### config.mk
export PLATFORM = sky130hd
export DESIGN_NAME = ctrl_pipe_sequencer
export DESIGN_NICKNAME = d
export VERILOG_FILES = /design/src/rtl/ctrl_pipe_sequencer.sv
export SDC_FILE = /design/constraint.sdc
export NUM_CORES = 1
export LEC_CHECK = 0
export CORE_ASPECT_RATIO = 2
export CORE_MARGIN = 3
export CORE_UTILIZATION = 38
export CTS_CLUSTER_SIZE = 40
export DETAILED_ROUTE_END_ITERATION = 10
export PLACE_DENSITY = 0.63
export SETUP_SLACK_MARGIN = 0.15
export SLEW_MARGIN = 15
export SYNTH_ARGS = -nofsm -noshare
export SYNTH_HDL_FRONTEND = slang
export SYNTH_SLANG_ARGS = --single-unit
### constraint.sdc
create_clock -name clk -period 3 [get_ports clk]
set_input_delay 0.6 -clock clk [delete_from_list [all_inputs] [get_ports clk]]
set_output_delay 0.6 -clock clk [all_outputs]
set_load 0.01 [all_outputs]
### src/rtl/ctrl_pipe_sequencer.sv
`default_nettype none
// ============================================================================
// Module      : ctrl_pipe_sequencer
// Description : Decodes the ID opcode into a control bundle and carries it
//               through ID/EX, EX/MEM and MEM/WB. It also handles MUL/DIV
//               freezes, HALT/resume and bubbles for stalls and flushes.
// Revision    : 1.0 - initial release
// ============================================================================
module ctrl_pipe_sequencer #(
    parameter int OPCODE_W   = 5,
    parameter int MUL_CYCLES = 2,
    parameter int DIV_CYCLES = 4,
    parameter int CNT_W      = 3
) (
    input  logic                clk,
    input  logic                rst_n,
    input  logic [OPCODE_W-1:0] opcode,
    input  logic                instr_valid,
    input  logic                hazard_stall,
    input  logic                flush,
    input  logic                resume,
    output logic                id_jump,
    output logic                id_branch,
    output logic                id_mem_read,
    output logic                id_inc_pc,
    output logic                stall_out,
    output logic                ex_alu_src,
    output logic                ex_alu_op,
    output logic                ex_mem_read,
    output logic                mem_mem_write,
    output logic                mem_mem_read,
    output logic                wb_reg_write,
    output logic                wb_mem_to_reg,
    output logic [1:0]          wb_write_mode,
    output logic                busy,
    output logic                halted
);

    // Opcode encodings as defined by the MINI-RISC parameters.v macro set.
    localparam logic [OPCODE_W-1:0] OP_ADD    = OPCODE_W'(1);
    localparam logic [OPCODE_W-1:0] OP_SUB    = OPCODE_W'(2);
    localparam logic [OPCODE_W-1:0] OP_MUL    = OPCODE_W'(3);
    localparam logic [OPCODE_W-1:0] OP_DIV    = OPCODE_W'(4);
    localparam logic [OPCODE_W-1:0] OP_NOT    = OPCODE_W'(5);
    localparam logic [OPCODE_W-1:0] OP_AND    = OPCODE_W'(6);
    localparam logic [OPCODE_W-1:0] OP_OR     = OPCODE_W'(7);
    localparam logic [OPCODE_W-1:0] OP_XOR    = OPCODE_W'(8);
    localparam logic [OPCODE_W-1:0] OP_INC    = OPCODE_W'(9);
    localparam logic [OPCODE_W-1:0] OP_CMP    = OPCODE_W'(10);
    localparam logic [OPCODE_W-1:0] OP_RR     = OPCODE_W'(11);
    localparam logic [OPCODE_W-1:0] OP_RL     = OPCODE_W'(12);
    localparam logic [OPCODE_W-1:0] OP_SETB   = OPCODE_W'(13);
    localparam logic [OPCODE_W-1:0] OP_CLRB   = OPCODE_W'(14);
    localparam logic [OPCODE_W-1:0] OP_CPLB   = OPCODE_W'(15);
    localparam logic [OPCODE_W-1:0] OP_SETF   = OPCODE_W'(16);
    localparam logic [OPCODE_W-1:0] OP_CLRF   = OPCODE_W'(17);
    localparam logic [OPCODE_W-1:0] OP_CPLF   = OPCODE_W'(18);
    localparam logic [OPCODE_W-1:0] OP_LOAD   = OPCODE_W'(19);
    localparam logic [OPCODE_W-1:0] OP_STORE  = OPCODE_W'(20);
    localparam logic [OPCODE_W-1:0] OP_LBL    = OPCODE_W'(21);
    localparam logic [OPCODE_W-1:0] OP_LBH    = OPCODE_W'(22);
    localparam logic [OPCODE_W-1:0] OP_MOV    = OPCODE_W'(23);
    localparam logic [OPCODE_W-1:0] OP_JF     = OPCODE_W'(24);
    localparam logic [OPCODE_W-1:0] OP_LOADBR = OPCODE_W'(25);
    localparam logic [OPCODE_W-1:0] OP_MOVOUT = OPCODE_W'(26);
    localparam logic [OPCODE_W-1:0] OP_MOVIN  = OPCODE_W'(27);
    localparam logic [OPCODE_W-1:0] OP_MOVB   = OPCODE_W'(28);
    localparam logic [OPCODE_W-1:0] OP_HALT   = OPCODE_W'(29);

    localparam logic [CNT_W-1:0] MUL_LOAD = CNT_W'((MUL_CYCLES > 1) ? MUL_CYCLES - 2 : 0);
    localparam logic [CNT_W-1:0] DIV_LOAD = CNT_W'((DIV_CYCLES > 1) ? DIV_CYCLES - 2 : 0);

    typedef enum logic [1:0] {
        ST_IDLE   = 2'd0,
        ST_BUSY   = 2'd1,
        ST_HALTED = 2'd2
    } state_t;

    typedef struct packed {
        logic       reg_write;
        logic       alu_op;
        logic       alu_src;
        logic       mem_read;
        logic       mem_write;
        logic       mem_to_reg;
        logic [1:0] write_mode;
        logic       branch;
        logic       jump;
        logic       mul;
        logic       div;
    } dec_t;

    typedef struct packed {
        logic       alu_src;
        logic       alu_op;
        logic       mem_read;
        logic       mem_write;
        logic       mem_to_reg;
        logic       reg_write;
        logic [1:0] write_mode;
        logic       mul;
        logic       div;
    } idex_t;

    typedef struct packed {
        logic       mem_write;
        logic       mem_read;
        logic       mem_to_reg;
        logic       reg_write;
        logic [1:0] write_mode;
    } exmem_t;

    typedef struct packed {
        logic       reg_write;
        logic       mem_to_reg;
        logic [1:0] write_mode;
    } memwb_t;

    dec_t             dec;
    idex_t            idex_d, idex_q;
    exmem_t           exmem_d, exmem_q;
    memwb_t           memwb_d, memwb_q;
    state_t           state_d, state_q;
    logic [CNT_W-1:0] cnt_d, cnt_q;
    logic             is_halt, enter_busy, frozen, accept_ok, halt_set;

    always_comb begin
        dec = '0;
        case (opcode)
            OP_ADD, OP_SUB, OP_NOT, OP_AND, OP_OR, OP_XOR, OP_INC, OP_CMP,
            OP_RR, OP_RL, OP_SETB, OP_CLRB, OP_CPLB: begin
                dec.reg_write  = 1'b1;
                dec.alu_op     = 1'b1;
                dec.write_mode = 2'b01;
            end
            OP_DIV: begin
                dec.reg_write  = 1'b1;
                dec.alu_op     = 1'b1;
                dec.write_mode = 2'b01;
                dec.div        = 1'b1;
            end
            OP_MUL: begin
                dec.reg_write  = 1'b1;
                dec.alu_op     = 1'b1;
                dec.write_mode = 2'b11;
                dec.mul        = 1'b1;
            end
            OP_SETF, OP_CLRF, OP_CPLF: dec.alu_op = 1'b1;
            OP_LOAD: begin
                dec.reg_write  = 1'b1;
                dec.mem_to_reg = 1'b1;
                dec.mem_read   = 1'b1;
                dec.write_mode = 2'b11;
            end
            OP_STORE: dec.mem_write = 1'b1;
            OP_LBL, OP_LBH: begin
                dec.reg_write  = 1'b1;
                dec.alu_src    = 1'b1;
                dec.write_mode = 2'b01;
            end
            OP_MOV: begin
                dec.reg_write  = 1'b1;
                dec.write_mode = 2'b01;
            end
            OP_JF: begin
                dec.branch = 1'b1;
                dec.jump   = 1'b1;
            end
            OP_LOADBR: begin
                dec.reg_write  = 1'b1;
                dec.jump       = 1'b1;
                dec.write_mode = 2'b11;
            end
            OP_MOVOUT, OP_MOVIN, OP_MOVB: dec.reg_write = 1'b1;
            default: ;
        endcase
    end

    assign id_jump     = instr_valid & dec.jump;
    assign id_branch   = instr_valid & dec.branch;
    assign id_mem_read = instr_valid & dec.mem_read;

    assign is_halt    = instr_valid && (opcode == OP_HALT);
    assign enter_busy = (state_q == ST_IDLE) &&
                        ((idex_q.mul && (MUL_CYCLES > 1)) || (idex_q.div && (DIV_CYCLES > 1)));
    // The last BUSY cycle (cnt==0) is not frozen: its edge advances the pipe.
    assign frozen     = enter_busy || ((state_q == ST_BUSY) && (cnt_q != '0));
    assign accept_ok  = !frozen && !flush && !hazard_stall && instr_valid;
    assign halt_set   = accept_ok && is_halt;

    assign stall_out = frozen;
    assign busy      = (state_q == ST_BUSY);
    assign halted    = (state_q == ST_HALTED);
    assign id_inc_pc = !(stall_out | hazard_stall | halted | is_halt);

    always_comb begin
        idex_d  = idex_q;
        exmem_d = exmem_q;
        memwb_d = '0;
        if (!frozen) begin
            idex_d = '0;
            if (accept_ok && !halted) begin
                idex_d.alu_src    = dec.alu_src;
                idex_d.alu_op     = dec.alu_op;
                idex_d.mem_read   = dec.mem_read;
                idex_d.mem_write  = dec.mem_write;
                idex_d.mem_to_reg = dec.mem_to_reg;
                idex_d.reg_write  = dec.reg_write;
                idex_d.write_mode = dec.write_mode;
                idex_d.mul        = dec.mul;
                idex_d.div        = dec.div;
            end
            exmem_d.mem_write  = idex_q.mem_write;
            exmem_d.mem_read   = idex_q.mem_read;
            exmem_d.mem_to_reg = idex_q.mem_to_reg;
            exmem_d.reg_write  = idex_q.reg_write;
            exmem_d.write_mode = idex_q.write_mode;
            memwb_d.reg_write  = exmem_q.reg_write;
            memwb_d.mem_to_reg = exmem_q.mem_to_reg;
            memwb_d.write_mode = exmem_q.write_mode;
        end
    end

    always_comb begin
        state_d = state_q;
        cnt_d   = cnt_q;
        case (state_q)
            ST_IDLE: begin
                if (enter_busy) begin
                    state_d = ST_BUSY;
                    cnt_d   = (idex_q.div && (DIV_CYCLES > 1)) ? DIV_LOAD : MUL_LOAD;
                end else if (halt_set) begin
                    state_d = ST_HALTED;
                end
            end
            ST_BUSY: begin
                if (cnt_q == '0) begin
                    state_d = halt_set ? ST_HALTED : ST_IDLE;
                end else begin
                    cnt_d = cnt_q - CNT_W'(1);
                end
            end
            ST_HALTED: begin
                if (!halt_set && resume) begin
                    state_d = ST_IDLE;
                end
            end
            default: state_d = ST_IDLE;
        endcase
    end

    always_ff @(posedge clk or negedge rst_n) begin
        if (!rst_n) begin
            state_q <= ST_IDLE;
            cnt_q   <= '0;
            idex_q  <= '0;
            exmem_q <= '0;
            memwb_q <= '0;
        end else begin
            state_q <= state_d;
            cnt_q   <= cnt_d;
            idex_q  <= idex_d;
            exmem_q <= exmem_d;
            memwb_q <= memwb_d;
        end
    end

    assign ex_alu_src    = idex_q.alu_src;
    assign ex_alu_op     = idex_q.alu_op;
    assign ex_mem_read   = idex_q.mem_read;
    assign mem_mem_write = exmem_q.mem_write;
    assign mem_mem_read  = exmem_q.mem_read;
    assign wb_reg_write  = memwb_q.reg_write;
    assign wb_mem_to_reg = memwb_q.mem_to_reg;
    assign wb_write_mode = memwb_q.write_mode;

endmodule
`default_nettype wire

# Word-level counts from Yosys, hierarchy flattened
# Cells that the tools add are included.
# Widths: inputs -> output; s select.
[totals]
register_bits = 25
in_bits = 11
out_inout_bits = 16
wordCells = 113
[op_classes]
add_sub_neg = 1
n_eq_ne = 36
n_mux = 22
bitwise_logic = 6
reduce_logical = 29
[ops]
columns = ["op", "count"]
rows = [
  ["$eq 5x5->1 const B", 14],
  ["$eq 5x4->1 const B", 8],
  ["$reduce_or 23->1", 1],
  ["$eq 5x3->1 const B", 4],
  ["$reduce_or 18->1", 1],
  ["$reduce_or 17->1", 1],
  ["$mux 2", 6],
  ["$eq 5x2->1 const B", 2],
  ["$mux 10", 1],
  ["$logic_and 1x1->1", 9],
  ["$mux 1", 9],
  ["$logic_not 1->1", 6],
  ["$mux 3", 2],
  ["$pmux 2 s3", 1],
  ["$pmux 3 s2", 1],
  ["$reduce_and 3->1", 2],
  ["$eq 5x1->1 const B", 1],
  ["$mux 4", 1],
  ["$ne 2x1->1 const B", 2],
  ["$ne 2x2->1 const B", 2],
  ["$pmux 2 s2", 1],
  ["$reduce_or 2->1", 2],
  ["$and 1x1->1", 3],
  ["$logic_not 3->1", 1],
  ["other kinds (10)", 13],
]

# Depth between registers and ports, before layout
# Gate-level depths: netlist (run 1).
[logic_depth]
word_depth = 12
depth_mapped = 7
mapped_depth_nobuf = 6

# Worst setup path before layout (run 1)
# Ideal clock, no wire load.
[synth_path]
path_kind = "input to output"
start = "input port opcode[3]"
end = "output port id_branch"
arrival_time_ns = 1.513
required_time_ns = 2.400
setup_slack_ns = 0.887
path_stages = 4
path_buffers = 1
cell_sequence = "buf_2 -> nand3_1 -> nor3b_1 -> nor2b_1"
[synth_via]
elab_chain_cells = 3
[synth_lines]
columns = ["element", "line_no", "source"]
rows = [
  ["start, declared", "17", "input logic [OPCODE_W-1:0] opcode,"],
  ["$eq 5x5->1", "129", "case (opcode)"],
  ["$mux 1", "129", ""],
  ["$and 1x1->1", "180", "assign id_branch = instr_valid & dec.branch;"],
  ["end, declared", "23", "output logic id_branch,"],
]
# No other way between the ends.

# Worst setup path in the final report (run 1)
[layout_path]
start = "input port opcode[3]"
end = "output port id_mem_read"
[layout_via]
elab_chain_cells = 3
[layout_lines]
columns = ["element", "line_no", "source"]
rows = [
  ["$eq 5x5->1", "129", ""],
  ["$mux 1", "129", ""],
  ["$and 1x1->1", "181", "assign id_mem_read = instr_valid & dec.mem_read;"],
  ["end, declared", "24", "output logic id_mem_read,"],
]
# No other way between the ends.

==> summary.md, run 1 <==
The flow ran to the end, and the final reports show no timing, DRC or antenna violations. The share of the Yosys chip area taken by registers is 46.4%. After synthesis, the largest family of logic cells by area is simple AND/OR/NAND/NOR gates. For this design the top-level I/O count stands at 27.

Power spread over the standard cell area amounts to 572 mW/mm². The clock network accounts for 20.8% of the total power. Global routing consumed, on the met3 layer, 1.25% of the routing resources. After global routing the overflow that remains totals 0. The most used flip-flop cell after synthesis is sky130_fd_sc_hd__dfrtp_1. In this run the tool buffered the top-level ports with 26 buffer cells. The least setup slack across all paths after layout was 266 ps; the HPWL after detailed placement was 1.99 mm. The number of flip-flops under the largest register name came out at 6. The starting DRC count in detailed routing is 22, and the number of distinct library cell variants in the gate-level netlist after synthesis is 35. For this run, global-route usage on met2 was measured as 24.4%. The logs give 129 for the number of nets produced by synthesis and 59.9 ps for the minimum setup slack after placement. The tools report the diode insertion count for antenna repair as 0. For met1 alone, demand over resource in global routing was 14.5%. For the post-route setup TNS, the log shows 0 ps. After layout, the minimum clock period comes to 2730 ps.

After synthesis, the cell types taking the most area are sky130_fd_sc_hd__dfrtp_1 (46%), sky130_fd_sc_hd__a32o_1 (6.5%), sky130_fd_sc_hd__nor2b_1 (4.0%), sky130_fd_sc_hd__nor2_1 (3.0%), sky130_fd_sc_hd__o21ai_0 (2.8%). The number of buffer and inverter stages on the critical path is 3. TritonCTS built the clock tree. The tools report the cell-internal power as 601 µW.

In this run the clock root is driven by a sky130_fd_sc_hd__clkbuf_8. VDD sags by at most 0.272 mV. Clock skew on the completed layout was measured at 3.88 ps. The tools report the startpoint type of the worst setup path as a primary input. Based on the critical path, the design can be clocked at up to 366 MHz.

The cell count after synthesis came out at 116. The die outline height came out at 86.8 µm. In this run the power spent charging and discharging nets is 313 µW. For the pin with the worst max-slew slack, the measured transition is 503 ps. The logs give 23 for the number of sinks driven by the clock tree and 2.53 mm for the total routed wirelength. The run gives 281 as the number of filler instances in the final layout. Once placement finished, the instance area stood at 0.00153 mm². The initial utilization of the core area, before any placement, comes to 40.7%. The tools report the number of antenna violations at the first check in global routing as 0. The number of warnings issued by yosys is 0, and the sequential fraction of design power is 42.0%.

The post-synthesis sequential element count was 23; the area of the die was 0.00403 mm². In this run the remaining antenna-violating nets after routing total 0. On the critical path the largest part of the delay comes from buffers and inverters. Cells fill 52.4% of the core in the end. After detailed routing, the number of vias per cell comes to 5.57.

Post-synthesis share of cell area spent on full adders, half adders and majority gates: 2.83%. For this run, the detailed router's first-pass iteration total came to 4. Global routing consumed, over all layers together, 14.0% of the routing resources. The tools report the worst hold slack as 498 ps.

Number of global-route vias before repair: 998. The leading area contributor after synthesis was sky130_fd_sc_hd__dfrtp_1. The number of enable-type register cells in the synthesized netlist is 0. STA puts the critical path data required time at 2400 ps.

The run gives 0.735 nW as the leakage dissipation. Routability-driven placement finished with a final weighted congestion of 0.780. The run gives 1 as the CTS H-tree depth. The pin count of the biggest net entering global routing was 24; the XOR/XNOR share of the synthesized area was 0.706%. The worst slew margin relative to its limit was 66.0%. The synthesized netlist devotes 19.6% of its cell area to simple gates. Final hold violation count: 0. The slowest stage of the critical path belongs to the cell sky130_fd_sc_hd__clkdlybuf4s50_1.

Setup repair after global routing left no endpoint under its margin. The final cell area excluding filler cells was 0.00160 mm². After synthesis the cells add up to 0.00124 mm². The number of placement rows was 28; the count of final max-slew check failures was 0. In the layout the commonest cells are sky130_fd_sc_hd__dfrtp_1 (23), sky130_fd_sc_hd__clkdlybuf4s50_1 (23), sky130_fd_sc_hd__nor2_1 (10). The routed layout has 974 vias. idex_q holds more flip-flops than any other register. Traced cell by cell, the critical path runs through clkdlybuf4s50_1, buf_4, nor3_1, and3_1, clkdlybuf4s50_1. Across the run, the number of max-cap violations was 0. The start-to-end type of the worst setup path is primary input to primary output.

The async set-reset flop share out of synthesis came out at 100%. In this run the worst path has a maximum fanout of 10. The switching power as a share of total power was 34.2%. The run gives 159 as the net count of the finished layout. The share of synthesized area spent on multiplexers works out to 5.35%. The cell repeated most along the worst path is sky130_fd_sc_hd__clkdlybuf4s50_1. The fraction of layout instances using a drive strength above 1 was 16.6%; the hold buffer count at CTS was 0. In this run the biggest area consumer among cell types represents 46.4% of the synthesized area. The synthesized netlist devotes 17.2% of its cell area to compound gates. The die is 46.4 µm wide. After clock tree synthesis, the clock-pin slew on the worst setup and hold paths is 80 ps. The combinational share of power is 37.2%, and the maximum count of clock buffers along a single path is 2. Overall power consumption after layout is estimated at 914 µW. The tools report the clock latency of the later-clocked register in the worst-skew pair as 260 ps. The most used routing layer in global routing is met2. For this run, design rule violations remaining after detail routing come to 0.

The tools report the setup-violating endpoint count in the final report as 0. STA classifies the critical path endpoint as a primary output. In this run, placement finished with an instance count of 171.

The final critical path takes up 91.1% of the cycle. Clock tree synthesis inserted a total of 3 buffers. After the flow finishes, the layout carries non-filler instances totaling 175.

After detailed routing, the average wire length per cell comes to 14.4 µm. From synthesis to final layout, the design area changed by 28.9%. The largest stage delay on the critical path is 530 ps. The worst hold path belongs to the class flop to flop. The largest registers in the layout are idex_q: 6 flops, cnt_q: 3 flops, exmem_q: 3 flops.

The first global-routing pass estimated 4.17 mm of wire. The arrival time reported for the critical path endpoint came out at 2130 ps. For the area inside the core boundary, the log shows 0.00305 mm². Dividing the synthesized area by the synthesized cell count gives 10.7 µm².
path summary, 6_finish.rpt:
path | from | endpoint | slack (ps) | cells after the start
hold reg to reg | ex_alu_src | ex_alu_src | 500 | 1
hold / removal | ex_alu_src | ex_alu_src | 500 | 1
max in group asynchronous | rst_n | wb_write_mode[1] | 2080 | 2
min in group asynchronous | rst_n | state_q[0] | 690 | 2
setup / recovery | opcode[3] | id_mem_read | 270 | 5
setup reg to reg | cnt_q[0] | exmem_q[2] | 1210 | 6
cell type report:
type	count	area (µm²)	share of cell area [%]
tap	30	37.5	2.35
sequential	23	576	36.0
inverter	8	30.0	1.88
clock inverter	1	5.00	0.313
multi-input combinational	76	584	36.6
clock buffer	3	41.3	2.58
timing repair buffer	34	324	20.3
metal layers:
metal  wire (µm)  up-vias
met3          99        8
li1            -      468
met4         103        0
met2        1370       25
met1         959      473
met5           0        -
worst register-to-register path, stage by stage (launching register included):
cell and delay (ps):
sky130_fd_sc_hd__dfrtp_1 330, sky130_fd_sc_hd__inv_1 70, sky130_fd_sc_hd__ha_1 220, sky130_fd_sc_hd__nor2b_4 160, sky130_fd_sc_hd__a211oi_4 240, sky130_fd_sc_hd__buf_4 290
sky130_fd_sc_hd__mux2_2 370
timing repair:
item,in CTS,in global routing
endpoints found under the setup margin,2,3
buffers inserted,0,0
pin swaps,0,1
gates resized for setup,2,4
logic make-up (layout without fill, tap and decap cells):
| group | Yosys count | after routing |
|---|---|---|
| and+or+nand+nor | 42 | 42 |
| AOI/OAI and AO/OA | 24 | 24 |
| DFF | 23 | 23 |
| buffers and inverters | 17 | 46 |
| muxes | 6 | 6 |
| adders and majority gates | 3 | 3 |
| xor gates and xnor gates | 1 | 1 |
synthesized netlist by cell type, types with 2 or more instances:
cell type and n:
sky130_fd_sc_hd__nor3_1 3, sky130_fd_sc_hd__o21ai_0 7, sky130_fd_sc_hd__mux2_1 3, sky130_fd_sc_hd__buf_6 3, sky130_fd_sc_hd__nor4_2 2, sky130_fd_sc_hd__ha_1 2, sky130_fd_sc_hd__nor2b_1 8, sky130_fd_sc_hd__inv_1 8
sky130_fd_sc_hd__mux2_2 2, sky130_fd_sc_hd__buf_2 4, sky130_fd_sc_hd__nand2_1 9, sky130_fd_sc_hd__buf_4 2, sky130_fd_sc_hd__dfrtp_1 23, sky130_fd_sc_hd__nor2_1 10, sky130_fd_sc_hd__nand3_1 3, sky130_fd_sc_hd__a32o_1 8
power groups by stage:
stage	logic (mW)	clock network, mW	registers, mW
global route	0.378	0.207	0.390
detailed placement	0.338	0	0.390
finish	0.340	0.190	0.384
global placement	0.326	0	0.388
CTS	0.338	0.196	0.383
floorplan	0.257	0	0.371
Note: power is estimated with default switching activity, not from simulation.
==> run 2, diff against run 1 <==
Settings changed: SLEW_MARGIN 15 to default.
==> results of run 2 <==
Final layout, timing and power as in run 1 (identical DEF).
==> run 3, diff against run 2 <==
Settings changed: CORE_ASPECT_RATIO 2 to 0.8, CTS_CLUSTER_SIZE 40 to default.
==> run 3 against run 2 <==
- core utilization increased by 2.3 points
- via count shrank 0.82%
- clock power is essentially flat
- wire length fell by 6.9%
- fmax decreased by 2.8%
- sequential power about the same
- critical path depth stayed put
- combinational power shrank 2%
- cell count grew 5.1%
- non-clock buffer count grew 1
==> summary.md, run 3 (synthesis results as in run 1) <==
The clock latency of the later-clocked register in the worst-skew pair was 260 ps (about the same). TritonCTS built the clock tree. The remaining number of nets flagged by the antenna check after routing is 0 (unchanged).

The library cells used most frequently in the layout, excluding fill and tap cells, are sky130_fd_sc_hd__clkdlybuf4s50_1 (26), sky130_fd_sc_hd__dfrtp_1 (23), sky130_fd_sc_hd__nor2_1 (10). Top-level I/O count: 27 (unchanged). The tools report the number of instances in the placed design as 179 (+4.7%). Start-to-end type of the worst setup path: primary input to primary output.

The post-route setup TNS was 0 ps (unchanged). The die outline height was 57.1 µm (-34%); the maximum net fanout on the critical path was 4 (-6). The pin count of the biggest net entering global routing is 24 (unchanged), and the maximum achievable frequency is 355 MHz (-2.8%).

The total track usage is 12.7% (-1.3 points). For the number of global-route vias before repair, the log shows 886 (-11%). The depth of the worst register-to-register path works out to 6 (unchanged). The endpoint identified for the worst register-to-register timing path is exmem_q[2]. The post-CTS clock slew at the launch and capture registers of the worst setup and hold paths is 80 ps (about the same), and the routability-driven placement congestion ratio is 0.829 (+6.3%).

The tools report the total routed wirelength as 2.35 mm (-6.9%). The total number of cells along the worst setup path works out to 5 (unchanged). The number of placement rows was 17 (-39%); the number of maximum-capacitance violations was 0 (unchanged). The most numerous cell type found on the critical path is sky130_fd_sc_hd__clkdlybuf4s50_1.

The number of flip-flops under the largest register name works out to 6 (unchanged). Flop-to-flop setup slack: 1140 ps (-70 ps). The logs give 2 (unchanged) for the maximum count of clock buffers along a single path and 0 (unchanged) for the diode insertion count for antenna repair.

The number of sinks driven by the clock tree came out at 23 (unchanged). The number of buffer and inverter stages on the critical path works out to 2 (-1). The run gives 4 (unchanged) as the count of TritonRoute iterations in the first routing pass. The tools report the worst path required time as 2400 ps (about the same). The fraction of the cycle the final worst path needs was 93.8% (+2.7 points).

The hold buffer count at CTS is 0 (unchanged), and the first-pass GRT wire length is 4.17 mm (unchanged). Launch point of the critical path: opcode[0]. Walking the worst path, the cells encountered are clkdlybuf4s50_1, nand2_1, nor3_1, and3_1, clkdlybuf4s50_1. Most common library cell in the layout ignoring fill and taps: sky130_fd_sc_hd__clkdlybuf4s50_1. Top cell family by delay on the critical path: buffers and inverters. For the starting density of the core, the log shows 42.2% (+1.6 points). Register ranked first by flip-flop count: idex_q. The tools report the core utilization of the finished layout as 54.7% (+2.3 points). The final routed wire length divided by cell count works out to 12.8 µm (-11%). The run gives 0 (unchanged) as the residual overflow from global routing. The power density over cell area was 564 mW/mm² (-1.5%).

For the setup-violating endpoint count in the final report, the log shows 0 (unchanged). The cell sitting at the root of the clock tree is a sky130_fd_sc_hd__clkbuf_8. Setup repair after global routing could not meet its margin everywhere. Largest stage delay on the critical path: 530 ps (about the same).

The count of port buffers added during placement is 26 (unchanged), and the die span in x is 69.9 µm (+51%). The tools report the HPWL after detailed placement as 1.78 mm (-11%). The post-route minimum period was 2810 ps (+80.2 ps).

The kind of end point of the critical path is a primary output. The logs give 0.717 nW (-2.5%) for the leakage dissipation and 0 (unchanged) for the count of final max-slew check failures. The largest registers in the layout are idex_q: 6 flops, cnt_q: 3 flops, exmem_q: 3 flops. The CTS H-tree depth came out at 1 (unchanged). The startpoint type of the worst setup path was a primary input.

The maximum ir drop on the vdd rail was 0.336 mV (+23%). The tools report the worst clock skew as 3.96 ps (+0.0811 ps). The slew of the pin with the lowest slew margin came out at 415 ps (-88.3 ps). The non-filler instance count after layout is 184 (+5.1%), and the fraction of layout instances using a drive strength above 1 is 17.1% (+0.57 points). Worst slew margin relative to its limit: 72.0% (+6.0 points). Arrival time reported for the critical path endpoint: 2210 ps (+80 ps). In this run the critical register-to-register path is launched from cnt_q[0]. The number of antenna violations at the first check in global routing was 0 (unchanged). For this design, the slowest cell found on the critical path is sky130_fd_sc_hd__clkdlybuf4s50_1. The run finished with clean final reports. In this run the worst setup path terminates at id_mem_read. Area of the die: 0.00399 mm² (-0.92%).

The logs give 0.00294 mm² (-3.7%) for the area inside the core boundary and 0 (unchanged) for the number of remaining DRC errors. The tools report the starting DRC count in detailed routing as 70 (+220%). The growth of design area from synthesis to finish works out to 29.6%. The total via count after detailed routing was 966 (-0.82%); the net count of the finished layout was 160 (+0.63%). Number of buffers created by CTS: 3 (unchanged).

The final hold violation count was 0 (unchanged); the mean number of vias per cell was 5.25 (-5.7%). Worst hold path class: flop to flop.
[run 3: cell count changes in the layout (fill, tap and decap cells not counted), sizes merged]
cell,change
buf,+1
dlygate4sd2,-1
clkdlybuf4s50,+3
dlymetal6s2s,-2
[run 3: worst reg2reg max path: cells and delay by family (launching register included)]
family	cells	cell delay, ps
buffers and inverters	2	360
muxes	1	370
AOI/OAI and AO/OA	1	280
DFF	1	340
adders and majority gates	1	220
and+or+nand+nor	1	200
[run 3: worst min path at each step]
| stage | slack (ps) | start | cells after the start | end |
|---|---|---|---|---|
| 2_1_floorplan | 300 | rst_n | 0 | cnt_q[0] |
| 3_3_place_gp | 470 | exmem_q[0] | 1 | exmem_q[0] |
| 3_5_place_dp | 480 | exmem_q[0] | 1 | exmem_q[0] |
| 4_1_cts | 500 | exmem_q[0] | 1 | exmem_q[0] |
| 5_1_grt | 520 | idex_q[3] | 1 | idex_q[3] |
| 6_report | 490 | exmem_q[2] | 1 | wb_reg_write |
[run 3: through the flow]
step / power (mW) / setup slack, ps / hold WS [ps] / area (µm²)
3_3_place_gp: 0.715 / 204 / 467 / 1540
5_1_grt: 0.969 / 72.2 / 517 / 1610
3_5_place_dp: 0.723 / 161 / 478 / 1540
4_1_cts: 0.915 / 158 / 497 / 1590
2_1_floorplan: 0.628 / 887 / 304 / 1240
6_report: 0.906 / 186 / 491 / 1610
[run 3: layout make-up]
class	instances	area (µm²)
fill	263	1330
multi-input combinational	76	579
sequential	23	576
timing repair buffer	35	328
tap	38	47.5
clock buffer	3	41.3
inverter	8	30.0
clock inverter	1	5.00
[run 3: repair_timing]
action                                  CTS  global route
resized for setup                         0             2
buffers inserted                          0             1
endpoints found under the setup margin    0             4
[run 3: layer usage]
layer / wire length [µm] / vias to the layer above / GRT usage, %
met5: 0 / - / 0
li1: - / 476 / -
met4: 25 / 0 / 2.46
met1: 1180 / 460 / 18.2
met3: 132 / 2 / 4.05
met2: 1010 / 28 / 19.1
[run 3: power by group]
group | internal, mW | switching [mW] | total, mW
Clock | 0.0925 | 0.0964 | 0.189
Combinational | 0.156 | 0.177 | 0.333
Sequential | 0.347 | 0.0364 | 0.384
